**src/rtl/mem_req_arbiter_pkg.sv**
```systemverilog
// Shared definitions for the instruction/data memory request arbiter.
// Port IDs, FSM encoding, default outstanding depth and the request payload bundle.
package mem_req_arbiter_pkg;

  localparam int unsigned OT_DEPTH_DEF = 4;

  localparam logic PORT_INST = 1'b0;
  localparam logic PORT_DATA = 1'b1;

  typedef enum logic [1:0] {
    ST_IDLE    = 2'd0,
    ST_GRANT_I = 2'd1,
    ST_GRANT_D = 2'd2
  } arb_state_e;

  typedef struct packed {
    logic        wr;
    logic [1:0]  size;
    logic [3:0]  wstrb;
    logic [31:0] addr;
    logic [31:0] wdata;
  } mem_req_t;

  function automatic arb_state_e grant_state(input logic port);
    return (port == PORT_DATA) ? ST_GRANT_D : ST_GRANT_I;
  endfunction

endpackage

```
**src/rtl/mem_req_arbiter_resp_order_fifo.sv**
```systemverilog
// Response-order FIFO: remembers which port issued each outstanding request.
// One bit per entry; push and pop may happen together, including when full.
module resp_order_fifo #(
  parameter int unsigned DEPTH = 4
) (
  input  logic                     clk,
  input  logic                     reset,
  input  logic                     push_i,
  input  logic                     push_id_i,
  input  logic                     pop_i,
  output logic                     head_o,
  output logic                     full_o,
  output logic                     empty_o,
  output logic [$clog2(DEPTH):0]   count_o
);

  localparam int unsigned AW = $clog2(DEPTH);
  localparam logic [AW:0] FULL_CNT = (AW+1)'(DEPTH);

  logic [DEPTH-1:0] id_q;
  logic [AW-1:0]    wr_ptr_q;
  logic [AW-1:0]    rd_ptr_q;
  logic [AW:0]      count_q;
  logic             do_push;
  logic             do_pop;

  assign empty_o = (count_q == '0);
  assign full_o  = (count_q == FULL_CNT);
  assign head_o  = id_q[rd_ptr_q];
  assign count_o = count_q;

  // A pop frees the head slot before the push claims one, so push-on-full is safe.
  assign do_pop  = pop_i && !empty_o;
  assign do_push = push_i && (!full_o || do_pop);

  always_ff @(posedge clk) begin
    if (reset) begin
      wr_ptr_q <= '0;
      rd_ptr_q <= '0;
      count_q  <= '0;
    end else begin
      if (do_push) begin
        id_q[wr_ptr_q] <= push_id_i;
        wr_ptr_q       <= wr_ptr_q + 1'b1;
      end
      if (do_pop) begin
        rd_ptr_q <= rd_ptr_q + 1'b1;
      end
      count_q <= count_q + {{AW{1'b0}}, do_push} - {{AW{1'b0}}, do_pop};
    end
  end

endmodule

```
**src/rtl/mem_req_arbiter.sv**
```systemverilog
// Two-port (inst/data) arbiter onto one sram-like downstream bus with in-order responses.
// Define ARB_RR_EN for round-robin arbitration; default is fixed data-port priority.
module mem_req_arbiter
  import mem_req_arbiter_pkg::*;
#(
  parameter int unsigned OT_DEPTH = OT_DEPTH_DEF
) (
  input  logic        clk,
  input  logic        reset,

  input  logic        inst_req,
  input  logic        inst_wr,
  input  logic [1:0]  inst_size,
  input  logic [3:0]  inst_wstrb,
  input  logic [31:0] inst_addr,
  input  logic [31:0] inst_wdata,
  output logic        inst_addr_ok,
  output logic        inst_data_ok,
  output logic [31:0] inst_rdata,

  input  logic        data_req,
  input  logic        data_wr,
  input  logic [1:0]  data_size,
  input  logic [3:0]  data_wstrb,
  input  logic [31:0] data_addr,
  input  logic [31:0] data_wdata,
  output logic        data_addr_ok,
  output logic        data_data_ok,
  output logic [31:0] data_rdata,

  output logic        mem_req,
  output logic        mem_wr,
  output logic [1:0]  mem_size,
  output logic [3:0]  mem_wstrb,
  output logic [31:0] mem_addr,
  output logic [31:0] mem_wdata,
  input  logic        mem_addr_ok,
  input  logic        mem_data_ok,
  input  logic [31:0] mem_rdata
);

  arb_state_e state_q, state_d;

  mem_req_t inst_pl;
  mem_req_t data_pl;
  mem_req_t mem_pl;

  logic win_port;
  logic grant_port;
  logic port_req;
  logic can_push;
  logic accept;
  logic pop;

  logic                      fifo_head;
  logic                      fifo_full;
  logic                      fifo_empty;
  logic [$clog2(OT_DEPTH):0] ot_count_unused;

  assign inst_pl = '{wr: inst_wr, size: inst_size, wstrb: inst_wstrb,
                     addr: inst_addr, wdata: inst_wdata};
  assign data_pl = '{wr: data_wr, size: data_size, wstrb: data_wstrb,
                     addr: data_addr, wdata: data_wdata};

`ifdef ARB_RR_EN
  logic rr_prio_q, rr_prio_d;

  always_comb begin
    if (inst_req && data_req) begin
      win_port = rr_prio_q;
    end else if (data_req) begin
      win_port = PORT_DATA;
    end else begin
      win_port = PORT_INST;
    end
  end

  // Priority flips away from whoever just got a request accepted.
  assign rr_prio_d = accept ? ((grant_port == PORT_DATA) ? PORT_INST : PORT_DATA)
                            : rr_prio_q;
`else
  assign win_port = data_req ? PORT_DATA : PORT_INST;
`endif

  always_comb begin
    grant_port = win_port;
    port_req   = inst_req || data_req;
    case (state_q)
      ST_GRANT_I: begin
        grant_port = PORT_INST;
        port_req   = inst_req;
      end
      ST_GRANT_D: begin
        grant_port = PORT_DATA;
        port_req   = data_req;
      end
      default: ;
    endcase
  end

  // Outputs are forced quiet during the reset cycle so nothing leaks downstream.
  assign pop      = mem_data_ok && !fifo_empty && !reset;
  assign can_push = !fifo_full || pop;
  assign mem_req  = port_req && can_push && !reset;
  assign accept   = mem_req && mem_addr_ok;

  assign mem_pl    = (grant_port == PORT_DATA) ? data_pl : inst_pl;
  assign mem_wr    = mem_pl.wr;
  assign mem_size  = mem_pl.size;
  assign mem_wstrb = mem_pl.wstrb;
  assign mem_addr  = mem_pl.addr;
  assign mem_wdata = mem_pl.wdata;

  assign inst_addr_ok = accept && (grant_port == PORT_INST);
  assign data_addr_ok = accept && (grant_port == PORT_DATA);

  assign inst_data_ok = pop && (fifo_head == PORT_INST);
  assign data_data_ok = pop && (fifo_head == PORT_DATA);
  assign inst_rdata   = mem_rdata;
  assign data_rdata   = mem_rdata;

  always_comb begin
    state_d = state_q;
    case (state_q)
      ST_IDLE: begin
        if (mem_req && !mem_addr_ok) begin
          state_d = grant_state(win_port);
        end
      end
      ST_GRANT_I, ST_GRANT_D: begin
        if (!port_req || accept) begin
          state_d = ST_IDLE;
        end
      end
      default: state_d = ST_IDLE;
    endcase
  end

  always_ff @(posedge clk) begin
    if (reset) begin
      state_q <= ST_IDLE;
`ifdef ARB_RR_EN
      rr_prio_q <= PORT_DATA;
`endif
    end else begin
      state_q <= state_d;
`ifdef ARB_RR_EN
      rr_prio_q <= rr_prio_d;
`endif
    end
  end

  resp_order_fifo #(
    .DEPTH (OT_DEPTH)
  ) u_fifo (
    .clk       (clk),
    .reset     (reset),
    .push_i    (accept),
    .push_id_i (grant_port),
    .pop_i     (pop),
    .head_o    (fifo_head),
    .full_o    (fifo_full),
    .empty_o   (fifo_empty),
    .count_o   (ot_count_unused)
  );

endmodule

```
**config.mk**
```make
export PLATFORM = sky130hd
export DESIGN_NAME = mem_req_arbiter
export DESIGN_NICKNAME = d
export VERILOG_FILES = /design/src/rtl/mem_req_arbiter_pkg.sv /design/src/rtl/mem_req_arbiter_resp_order_fifo.sv /design/src/rtl/mem_req_arbiter.sv
export SDC_FILE = /design/constraint.sdc
export NUM_CORES = 1
export LEC_CHECK = 0
export CORE_AREA = 2 2 125 127
export CTS_CLUSTER_DIAMETER = 150
export CTS_CLUSTER_SIZE = 8
export DETAILED_ROUTE_END_ITERATION = 8
export DIE_AREA = 0 0 127 129
export GPL_ROUTABILITY_DRIVEN = 0
export GPL_TIMING_DRIVEN = 0
export SYNTH_ARGS = -nofsm -noshare
export SYNTH_HDL_FRONTEND = slang
export SYNTH_HIERARCHICAL = 1
export SYNTH_SLANG_ARGS = --single-unit
```
**constraint.sdc**
```tcl
create_clock -name clk -period 2.7 [get_ports clk]
set_input_delay 0.675 -clock clk [delete_from_list [all_inputs] [get_ports clk]]
set_output_delay 0.675 -clock clk [all_outputs]
set_load 0.02 [all_outputs]
```
==> results of run 1 <==
[layer usage]
metal,vias to the layer above,routed length [µm],global-route usage
li1,1410,-,-
met2,152,7232,0.2910
met3,7,1049,0.04200
met5,-,0,0
met1,1383,4999,0.1685
met4,0,89,0.02069
[report_power, final]
part           total, W  internal (W)  leakage [nW]  switching [W]
registers      0.000255      0.000228         0.111      0.0000269
clock network  0.000282      0.000197        0.0409      0.0000851
logic           0.00233       0.00141          2.82       0.000919
total           0.00287       0.00183          2.97        0.00103
[worst reg2reg max path, stage by stage (launching register included)]
cell and delay, ns:
dfxtp_2 0.33, inv_2 0.05, ha_4 0.29, buf_6 0.10, nor3_4 0.04, a211oi_4 0.26
nand3_2 0.12, inv_2 0.08, o21a_4 0.13, inv_4 0.04, ha_4 0.20, inv_2 0.06
ha_4 0.12, inv_2 0.03, fa_2 0.35, xor2_2 0.15, buf_4 0.14, nor2_2 0.08
nor3_2 0.05
[cell usage in the layout (no fill, tap or decap), types with 2 or more instances in the layout]
cell type / synthesis / routed
buf_2: 7 / 3
dfxtp_2: 0 / 3
clkdlybuf4s50_1: 0 / 209
nor3_1: 4 / 2
inv_1: 13 / 7
nor2_1: 11 / 9
mux2_1: 68 / 2
a2111oi_0: 2 / 2
nand2b_1: 3 / 2
buf_8: 0 / 7
edfxtp_1: 4 / 4
ha_1: 9 / 6
buf_4: 64 / 77
buf_12: 0 / 7
and2_1: 3 / 3
ha_4: 0 / 3
inv_2: 0 / 5
dfxtp_1: 9 / 6
nand2_1: 2 / 2
clkdlybuf4s15_2: 0 / 2
mux2_4: 1 / 69
a32o_1: 2 / 2
clkbuf_16: 0 / 4
nor3b_1: 4 / 4
dlygate4sd2_1: 0 / 3
buf_6: 1 / 101
[worst max path at each step]
| stage | from | to | cells after the start |
|---|---|---|---|
| floorplan | mem_data_ok | u_fifo/count_o[2] | 14 |
| global placement | data_req | mem_wdata[8] | 5 |
| detailed placement | data_req | mem_wdata[8] | 5 |
| CTS | state_q[1] | mem_wdata[19] | 10 |
| global route | state_q[1] | mem_addr[10] | 9 |
| finish | state_q[1] | mem_addr[18] | 9 |
[logic make-up (layout without fill, tap and decap cells)]
family                   after synthesis  in the layout  synth area share
AO/OA/AOI/OAI                         10             10           0.03601
XOR/XNOR                               2              2          0.008132
adder cells (fa/ha/maj)               10             10           0.06156
buffers and inverters                 85            428            0.2671
flip-flops                            13             13            0.1394
multiplexers                          75             75            0.4036
AND/OR/NAND/NOR                       34             34           0.08422
[cell type report]
cell class / count / area [µm²] / share of cell area
plain buffers: 70 / 576.8 / 0.08901
clock buffers: 3 / 75.07 / 0.01159
clock inverters: 1 / 5.005 / 0.0007724
inverters: 13 / 51.30 / 0.007917
multi-input cells: 131 / 1640 / 0.2531
flip-flops and latches: 13 / 304.0 / 0.04692
well taps: 188 / 235.2 / 0.03630
repair buffers: 341 / 3592 / 0.5544
[registers in the layout, indices dropped and copies added, names as in the netlist]
signal,count
u_fifo/rd_ptr_q,2
state_q,2
u_fifo/count_o,3
u_fifo/wr_ptr_q,2
u_fifo/id_q,4
[per-stage QoR]
step	worst slack (ns)	setup TNS, ns
CTS	-0.2016	-5.019
floorplan	0.01848	0
detailed placement	-1.054	-71.41
global route	-0.1793	-7.524
global placement	-1.032	-69.60
finish	-0.1235	-3.996
[repair_timing]
action	in CTS	in global routing
endpoints found under the setup margin	79	76
cloned	4	1
resized for setup	508	125
pin swaps	5	6
setup buffers	41	13
hold buffers	0	0
==> results by group, run 1 <==
Timing
  • Period utilisation layout: 1.046
  • Worst-Margin Slew: 0.4476 ns
  • Number of setup violations in the final report: 54
  • Fin. Hold Viols: 0
  • Period minus WS final: 2.823 ns
  • Clock Skew: 0.002764 ns
  • Fmax: 354.2 MHz
  • RSZ-0062 raised after global routing: true
  • Max Slew Vio Count: 0
  • Final WS setup: -0.1235 ns
  • Max-slew headroom: 0.6989
  • Worst hold margin: 0.4999 ns

Synth
  • Synth top area share: 0.3554
  • Synth Warn #: 6
  • Syn_nets: 419
  • EDFF count, synth: 4
  • Synth Cell Area: 2155 µm²
  • Post-Syn Instances: 229
  • Synth area leaders: mux2_1, buf_4, dfxtp_1
  • Commonest cells in the netlist: mux2_1, buf_4, inv_1
  • Area leader, netlist: mux2_1
  • Post-Syn Area per Cell: 9.409 µm²
  • Most common cell in the netlist: mux2_1
  • Top FF cell, synth: dfxtp_1
  • Sequential area share after synthesis: 0.1394
  • Register bit total from synthesis: 13
  • Distinct cells, synth: 36
  • Async S/R FF share, synth: 0

Global route
  • Congestion Overflow GR: 0
  • Initial antenna violation count: 0
  • GRT Overall Usage: 0.1508
  • First-pass GRT wire length: 18890 µm
  • Pin count of the biggest net entering global routing: 11
  • Vias in the first global route: 3277

Drt
  • Initial drt markers: 88
  • Post-route ant nets: 0
  • Drt total wl: 13370 µm
  • Vias per cell: 3.884
  • Routed len/inst: 17.59 µm
  • Vias post-DR: 2952
  • Post-route DRC: 0
  • DRT Pass-1 Iters: 6

Die
  • Chip width: 127 µm
  • Die ar.: 16380 µm²
  • Die height: 129 µm
  • # IOs: 320
  • Initial Util: 0.1439
  • Core area: 14980 µm²
  • Row count: 45

Power and ir drop
  • Leak: 2.975 nW
  • P per Cell Area: 442.2 nW/µm²
  • Worst VDD drop: 0.0002056 V
  • Overall power after layout: 0.002865 W

Status
  • Failing checks: setup timing
  • Status: complete, but fails checks

Worst setup path
  • Crit Reg-Reg Endpoint: u_fifo/count_o[2]
  • Reg2Reg Depth: 18
  • CP bufs+invs: 6
  • Cell Chain, Critical Path: inv_2, ha_4, mux2i_4, buf_6, buf_12, buf_8, buf_12, mux2_4, buf_6
  • Critical path's top delay family: buffers and inverters
  • Critical Path RT: 2.03 ns
  • Critical path startpoint category: flip-flop
  • R2R Setup Slk: -0.01 ns
  • Arrival @ worst endpoint: 2.15 ns
  • R2r startpoint: state_q[1]
  • Worst Setup End Kind: primary output
  • CP Max Fanout: 8
  • Critical path class: flip-flop to primary output
  • CP max-delay cell: dfxtp_2
  • CP max stage delay: 0.33 ns

Clock network
  • Clock buffer depth: 2
  • Clk root buf: clkbuf_16
  • Clk slew on worst S/H paths: 0.05 ns
  • CTS H-Tree Depth: 1
  • TritonCTS clock tree: yes
  • Worst skew pair latency: 0.25 ns
  • CTS sink count: 13
  • Inserted Clock Buffers: 3

Cells and area
  • Share of layout cells above drive strength 1: 0.5210
  • N_diodes: 0
  • Final core occ: 0.4327
  • Filler-free cell count of the finished design: 760
  • Number of nets in the layout: 763
  • Final Cell Area: 6480 µm²
  • Area grow syn2layout: 200.8%
  • Fillcell total: 1434

Min path
  • HP Class: flip-flop to flip-flop
  • Hold Crit Depth: 2
  • Hold path start: u_fifo/rd_ptr_q[1]
  • Hold path endpoint: u_fifo/rd_ptr_q[1]

Run
  • Max_cap viols: 0

Placement
  • Total placed instance area: 5290 µm²
  • Placed insts: 704
  • Input/output buffers: 287
  • HPWL after DPL: 11080 µm
Note: power is estimated with default switching activity, not from simulation.
==> inputs of run 2 (changes only) <==
--- a/config.mk
+++ b/config.mk
@@ -12,6 +12,7 @@
 export DIE_AREA = 0 0 127 129
 export GPL_ROUTABILITY_DRIVEN = 0
 export GPL_TIMING_DRIVEN = 0
+export SKIP_CTS_REPAIR_TIMING = 1
 export SYNTH_ARGS = -nofsm -noshare
 export SYNTH_HDL_FRONTEND = slang
 export SYNTH_HIERARCHICAL = 1
==> results by group, run 2 (synthesized netlist as in run 1, its figures left out) <==
Worst setup path
  • Arrival @ worst endpoint: 2.12 ns (was 2.15 ns)
  • R2R Setup Slk: 0.02 ns (was -0.01 ns)
  • Cell Chain, Critical Path: inv_2, ha_4, mux2i_4, buf_12, buf_12, mux2_1, buf_2 (was inv_2, ha_4, mux2i_4, buf_6, buf_12, buf_8, buf_12, mux2_4, buf_6)
  • CP Max Fanout: 10 (was 8)
  • CP max stage delay: 0.35 ns (was 0.33 ns)
  • Crit path capture: mem_addr[13] (was mem_addr[18])
  • Critical path class: flip-flop to primary output (unchanged)
  • Reg2Reg Depth: 16 (was 18)
  • Worst Setup End Kind: primary output (unchanged)
  • Most frequent CP cell: buf_12
  • CP bufs+invs: 4 (was 6)
  • Crit Reg-Reg Endpoint: u_fifo/count_o[2] (unchanged)
  • Critical path's top delay family: multiplexers (was buffers and inverters)
  • Levels on crit path: 7 (was 9)
  • R2r startpoint: state_q[1] (unchanged)
  • CP max-delay cell: mux2_1 (was dfxtp_2)
  • Critical path startpoint category: flip-flop (unchanged)
  • Crit path from: state_q[1] (unchanged)
  • Critical Path RT: 2.03 ns (about the same)

Clock network
  • Clock buffer depth: 2 (unchanged)
  • CTS sink count: 13 (unchanged)
  • Inserted Clock Buffers: 3 (unchanged)
  • CTS H-Tree Depth: 1 (unchanged)
  • TritonCTS clock tree: yes (unchanged)
  • Worst skew pair latency: 0.24 ns (was 0.25 ns)
  • Clk slew on worst S/H paths: 0.05 ns (about the same)
  • Clk root buf: clkbuf_16 (unchanged)

Cells and area
  • Number of nets in the layout: 719 (was 763)
  • N_diodes: 0 (unchanged)
  • Most common cell after layout, fill and taps aside: clkdlybuf4s50_1 (unchanged)
  • Largest Register: u_fifo/id_q (unchanged)
  • Area grow syn2layout: 159.7% (was 200.8%)
  • Filler-free cell count of the finished design: 716 (was 760)
  • Final core occ: 0.3736 (was 0.4327)
  • Share of layout cells above drive strength 1: 0.4299 (was 0.5210)
  • Commonest cells after routing, fill and taps aside: clkdlybuf4s50_1, buf_4, buf_6 (was clkdlybuf4s50_1, buf_6, buf_4)
  • Largest register FFs: 4 (unchanged)
  • Final Cell Area: 5595 µm² (was 6480 µm²)

Global route
  • First-pass GRT wire length: 17280 µm (was 18890 µm)
  • Vias in the first global route: 2960 (was 3277)
  • GRT Overall Usage: 0.1387 (was 0.1508)
  • Initial antenna violation count: 0 (unchanged)
  • Congestion Overflow GR: 0 (unchanged)
  • Pin count of the biggest net entering global routing: 11 (unchanged)

Min path
  • HP Class: flip-flop to flip-flop (unchanged)
  • Hold path start: u_fifo/rd_ptr_q[1] (unchanged)

Timing
  • Max Slew Vio Count: 0 (unchanged)
  • Clock Skew: 0.002359 ns (was 0.002764 ns)
  • Period minus WS final: 2.793 ns (was 2.823 ns)
  • Worst-Margin Slew: 0.4304 ns (was 0.4476 ns)
  • Fin. Hold Viols: 0 (unchanged)
  • Period utilisation layout: 1.034 (was 1.046)
  • Number of setup violations in the final report: 57 (was 54)
  • Final WS setup: -0.09299 ns (was -0.1235 ns)
  • Max-slew headroom: 0.7104 (was 0.6989)
  • Fmax: 358.0 MHz (was 354.2 MHz)
  • RSZ-0062 raised after global routing: true (unchanged)
  • Setup TNS: -2.884 ns (was -3.996 ns)

Drt
  • Post-route ant nets: 0 (unchanged)
  • DRT Pass-1 Iters: 6 (unchanged)
  • Drt total wl: 12440 µm (was 13370 µm)
  • Routed len/inst: 17.38 µm (was 17.59 µm)
  • Vias per cell: 3.825 (was 3.884)
  • Vias post-DR: 2739 (was 2952)
  • Post-route DRC: 1 (was 0)
  • Initial drt markers: 89 (was 88)

Placement
  • Placed insts: 704 (unchanged)
  • Total placed instance area: 5290 µm² (unchanged)
  • HPWL after DPL: 11080 µm (unchanged)
  • Place WS: -1.054 ns (unchanged)
  • Input/output buffers: 287 (unchanged)

Die
  • # IOs: 320 (unchanged)
  • Core area: 14980 µm² (unchanged)
  • Die ar.: 16380 µm² (unchanged)
  • Row count: 45 (unchanged)
  • Initial Util: 0.1439 (unchanged)
  • Chip width: 127 µm (unchanged)
  • Die height: 129 µm (unchanged)

Power and ir drop
  • P per Cell Area: 410.6 nW/µm² (was 442.2 nW/µm²)
  • Leak: 2.488 nW (was 2.975 nW)
  • Worst VDD drop: 0.0001924 V (was 0.0002056 V)

Status
  • Failing checks: DRC, setup timing (was setup timing)
  • Status: complete, but fails checks (unchanged)

Run
  • Max_cap viols: 0 (unchanged)
[run 2: cell count changes in the layout (fill, tap and decap cells not counted), moves of 2 or more]
cell,delta
buf_6,-67
mux2_4,-42
buf_2,+27
mux2_1,+27
mux2_2,+15
clkbuf_2,+7
buf_8,-5
dlymetal6s2s_1,+5
buf_4,-4
dlygate4sd2_1,-3
clkdlybuf4s15_2,-2
[run 2: metrics by stage]
stage               hold WS [ns]  total power, W
finish                    0.5017        0.002297
global route              0.5429        0.002408
CTS                       0.4978        0.002122
detailed placement        0.4910        0.001827
global placement          0.4789        0.001809
floorplan                 0.4606        0.001041
[run 2: worst min-delay path by stage]
stage	depth (start not counted)	slack [ns]	endpoint
finish	2	0.50	u_fifo/rd_ptr_q[1]
detailed placement	2	0.49	u_fifo/rd_ptr_q[1]
floorplan	2	0.46	u_fifo/rd_ptr_q[1]
global route	2	0.54	u_fifo/rd_ptr_q[1]
CTS	2	0.50	u_fifo/rd_ptr_q[1]
global placement	2	0.48	u_fifo/rd_ptr_q[1]
[run 2: cell type report]
class,count,area [µm²]
Fill cell,1497,9382
Timing Repair Buffer,295,2824
Multi-Input combinational cell,131,1478
Buffer,72,621.8
Sequential cell,13,305.3
Tap cell,188,235.2
Clock buffer,3,75.07
Inverter,13,51.30
Clock inverter,1,5.005
[run 2: power by group]
group          internal, W  switching, W
clock             0.000197     0.0000849
sequential        0.000229     0.0000272
combinational     0.000972      0.000787
total              0.00140      0.000899
[run 2: worst reg2reg max path, delay by kind of cell (launching register included)]
kind,cells,cell delay (ns)
AO/OA/AOI/OAI,2,0.35
XOR/XNOR,1,0.16
adder cells (fa/ha/maj),4,1.00
buffers and inverters,5,0.27
flip-flops,1,0.34
AND/OR/NAND/NOR,4,0.49
[run 2: routing by layer]
metal,vias to the layer above,wire [µm],track usage,share of wire
met5,-,0,0,0
met4,0,116,0.02069,0.0093
met3,9,1106,0.03659,0.089
met2,152,6591,0.2577,0.53
met1,1260,4629,0.1637,0.37
li1,1318,-,-,-
==> inputs of run 3 (changes only) <==
--- a/config.mk
+++ b/config.mk
@@ -7,12 +7,14 @@
 export LEC_CHECK = 0
 export CORE_AREA = 2 2 125 127
 export CTS_CLUSTER_DIAMETER = 150
-export CTS_CLUSTER_SIZE = 8
+export CTS_CLUSTER_SIZE = 28
 export DETAILED_ROUTE_END_ITERATION = 8
 export DIE_AREA = 0 0 127 129
 export GPL_ROUTABILITY_DRIVEN = 0
 export GPL_TIMING_DRIVEN = 0
 export SKIP_CTS_REPAIR_TIMING = 1
+export SKIP_LAST_GASP = 1
+export SLEW_MARGIN = 10
 export SYNTH_ARGS = -nofsm -noshare
 export SYNTH_HDL_FRONTEND = slang
 export SYNTH_HIERARCHICAL = 1
==> results by group, run 3 (synthesized netlist as in run 1, its figures left out) <==
Run
  • Max_cap viols: 0 (unchanged)

Global route
  • GRT Overall Usage: 0.1387 (unchanged)
  • Pin count of the biggest net entering global routing: 11 (unchanged)
  • Congestion Overflow GR: 0 (unchanged)
  • Initial antenna violation count: 0 (unchanged)
  • Vias in the first global route: 2960 (unchanged)
  • First-pass GRT wire length: 17280 µm (unchanged)

Power and ir drop
  • Comb pwr share: 0.760 (was 0.766)
  • Int Power: 0.001352 W (was 0.001399 W)
  • Sw Share: 0.3966 (was 0.3912)
  • Leak: 2.441 nW (was 2.488 nW)
  • Net Switching: 0.0008888 W (was 0.0008988 W)
  • Clock power share: 0.126 (was 0.123)
  • Overall power after layout: 0.002241 W (was 0.002297 W)
  • Reg power frac: 0.114 (was 0.112)
  • P per Cell Area: 408.2 nW/µm² (was 410.6 nW/µm²)
  • Worst VDD drop: 0.0001920 V (was 0.0001924 V)

Timing
  • RSZ-0062 raised after global routing: true (unchanged)
  • Max Slew Vio Count: 0 (unchanged)
  • Worst-Margin Slew: 0.4317 ns (was 0.4304 ns)
  • Fmax: 358.6 MHz (was 358.0 MHz)
  • Max-slew headroom: 0.7096 (was 0.7104)
  • Setup TNS: -3.413 ns (was -2.884 ns)
  • Fin. Hold Viols: 0 (unchanged)
  • Period utilisation layout: 1.033 (was 1.034)
  • Final WS setup: -0.08892 ns (was -0.09299 ns)
  • Number of setup violations in the final report: 60 (was 57)
  • Clock Skew: 0.002751 ns (was 0.002359 ns)
  • Period minus WS final: 2.789 ns (was 2.793 ns)

Worst setup path
  • Critical Path RT: 2.03 ns (about the same)
  • Arrival @ worst endpoint: 2.11 ns (was 2.12 ns)
  • CP Max Fanout: 10 (unchanged)
  • CP bufs+invs: 4 (unchanged)
  • Critical path startpoint category: flip-flop (unchanged)
  • Worst Setup End Kind: primary output (unchanged)
  • Most frequent CP cell: buf_12 (unchanged)
  • CP max stage delay: 0.35 ns (about the same)
  • Critical path class: flip-flop to primary output (unchanged)
  • Critical path's top delay family: multiplexers (unchanged)
  • Cell Chain, Critical Path: inv_2, ha_4, mux2i_4, buf_12, buf_12, mux2_1, buf_2 (unchanged)
  • CP max-delay cell: mux2_1 (unchanged)

Clock network
  • Inserted Clock Buffers: 3 (unchanged)
  • CTS sink count: 13 (unchanged)
  • Worst skew pair latency: 0.24 ns (about the same)
  • Clock buffer depth: 2 (unchanged)
  • TritonCTS clock tree: yes (unchanged)
  • Clk slew on worst S/H paths: 0.05 ns (about the same)
  • Clk root buf: clkbuf_16 (unchanged)
  • CTS H-Tree Depth: 1 (unchanged)

Placement
  • Placed insts: 704 (unchanged)
  • Input/output buffers: 287 (unchanged)
  • HPWL after DPL: 11080 µm (unchanged)

Die
  • Chip width: 127 µm (unchanged)
  • Initial Util: 0.1439 (unchanged)
  • Row count: 45 (unchanged)
  • Core area: 14980 µm² (unchanged)
  • Die height: 129 µm (unchanged)
  • # IOs: 320 (unchanged)
  • Die ar.: 16380 µm² (unchanged)

Drt
  • Vias per cell: 3.834 (was 3.825)
  • Post-route ant nets: 0 (unchanged)
  • Drt total wl: 12510 µm (was 12440 µm)
  • DRT Pass-1 Iters: 6 (unchanged)
  • Post-route DRC: 1 (unchanged)
  • Initial drt markers: 93 (was 89)
  • Vias post-DR: 2745 (was 2739)
  • Routed len/inst: 17.47 µm (was 17.38 µm)

Cells and area
  • Fillcell total: 1505 (was 1497)
  • Largest register FFs: 4 (unchanged)
  • Filler-free cell count of the finished design: 716 (unchanged)
  • Final core occ: 0.3666 (was 0.3736)
  • Number of nets in the layout: 719 (unchanged)
  • Area grow syn2layout: 154.8% (was 159.7%)
  • Commonest cells after routing, fill and taps aside: clkdlybuf4s50_1, buf_4, buf_2 (was clkdlybuf4s50_1, buf_4, buf_6)
  • Largest Register: u_fifo/id_q (unchanged)
  • Share of layout cells above drive strength 1: 0.4223 (was 0.4299)
  • N_diodes: 0 (unchanged)
  • Most common cell after layout, fill and taps aside: clkdlybuf4s50_1 (unchanged)

Status
  • Failing checks: DRC, setup timing (unchanged)
  • Status: complete, but fails checks (unchanged)

Min path
  • HP Class: flip-flop to flip-flop (unchanged)
run 3: cell count changes in the layout (fill, tap and decap cells not counted):
cell	delta
mux2_1	+3
buf_2	+5
mux2_2	+3
buf_4	+14
dlymetal6s2s_1	+1
buf_6	-20
mux2_4	-6
run 3: worst min-delay path, stage by stage (launching register included):
cell	delay [ns]
dfxtp_1	0.32
o21ai_0	0.07
a21oi_1	0.06
run 3: metal layers:
layer / track usage / wire length (µm) / part of all wire / up-vias
met3: 0.03659 / 1178 / 0.094 / 9
met4: 0.02069 / 116 / 0.0093 / 0
met1: 0.1637 / 4625 / 0.37 / 1258
li1: - / - / - / 1318
met5: 0 / 0 / 0 / -
met2: 0.2577 / 6584 / 0.53 / 160
run 3: layout make-up:
| type | count | area, µm² | area share |
|---|---|---|---|
| buffer | 72 | 621.8 | 0.1133 |
| clock buffer | 3 | 75.07 | 0.01367 |
| clock inverter | 1 | 5.005 | 0.0009116 |
| inverter | 13 | 51.30 | 0.009344 |
| multi-input combinational | 131 | 1455 | 0.2650 |
| sequential | 13 | 305.3 | 0.05561 |
| tap | 188 | 235.2 | 0.04284 |
| timing repair buffer | 295 | 2741 | 0.4993 |
run 3: power groups by stage:
stage	sequential (W)	combinational, W	clock (W)
2_1_floorplan	0.000246	0.000795	0
6_report	0.000256	0.00170	0.000282
3_3_place_gp	0.000249	0.00156	0
3_5_place_dp	0.000252	0.00157	0
5_1_grt	0.000259	0.00180	0.000292
4_1_cts	0.000249	0.00159	0.000288
run 3: worst paths after layout:
kind	from	cells after the start	end	slack, ns
max reg2reg	state_q[1]	16	u_fifo/count_o[2]	0.03
min reg2reg	u_fifo/rd_ptr_q[1]	2	u_fifo/rd_ptr_q[1]	0.50
max	state_q[1]	7	mem_addr[13]	-0.09
min	u_fifo/rd_ptr_q[1]	2	u_fifo/rd_ptr_q[1]	0.50
run 3: stage by stage:
| step | area (µm²) | setup WS (ns) | hold slack [ns] |
|---|---|---|---|
| CTS | 5370 | -1.067 | 0.4978 |
| global route | 5490 | -0.1464 | 0.5431 |
| detailed placement | 5290 | -1.054 | 0.4910 |
| global placement | 5290 | -1.032 | 0.4789 |
| finish | 5490 | -0.08892 | 0.5000 |
| floorplan | 2182 | 0.01848 | 0.4606 |
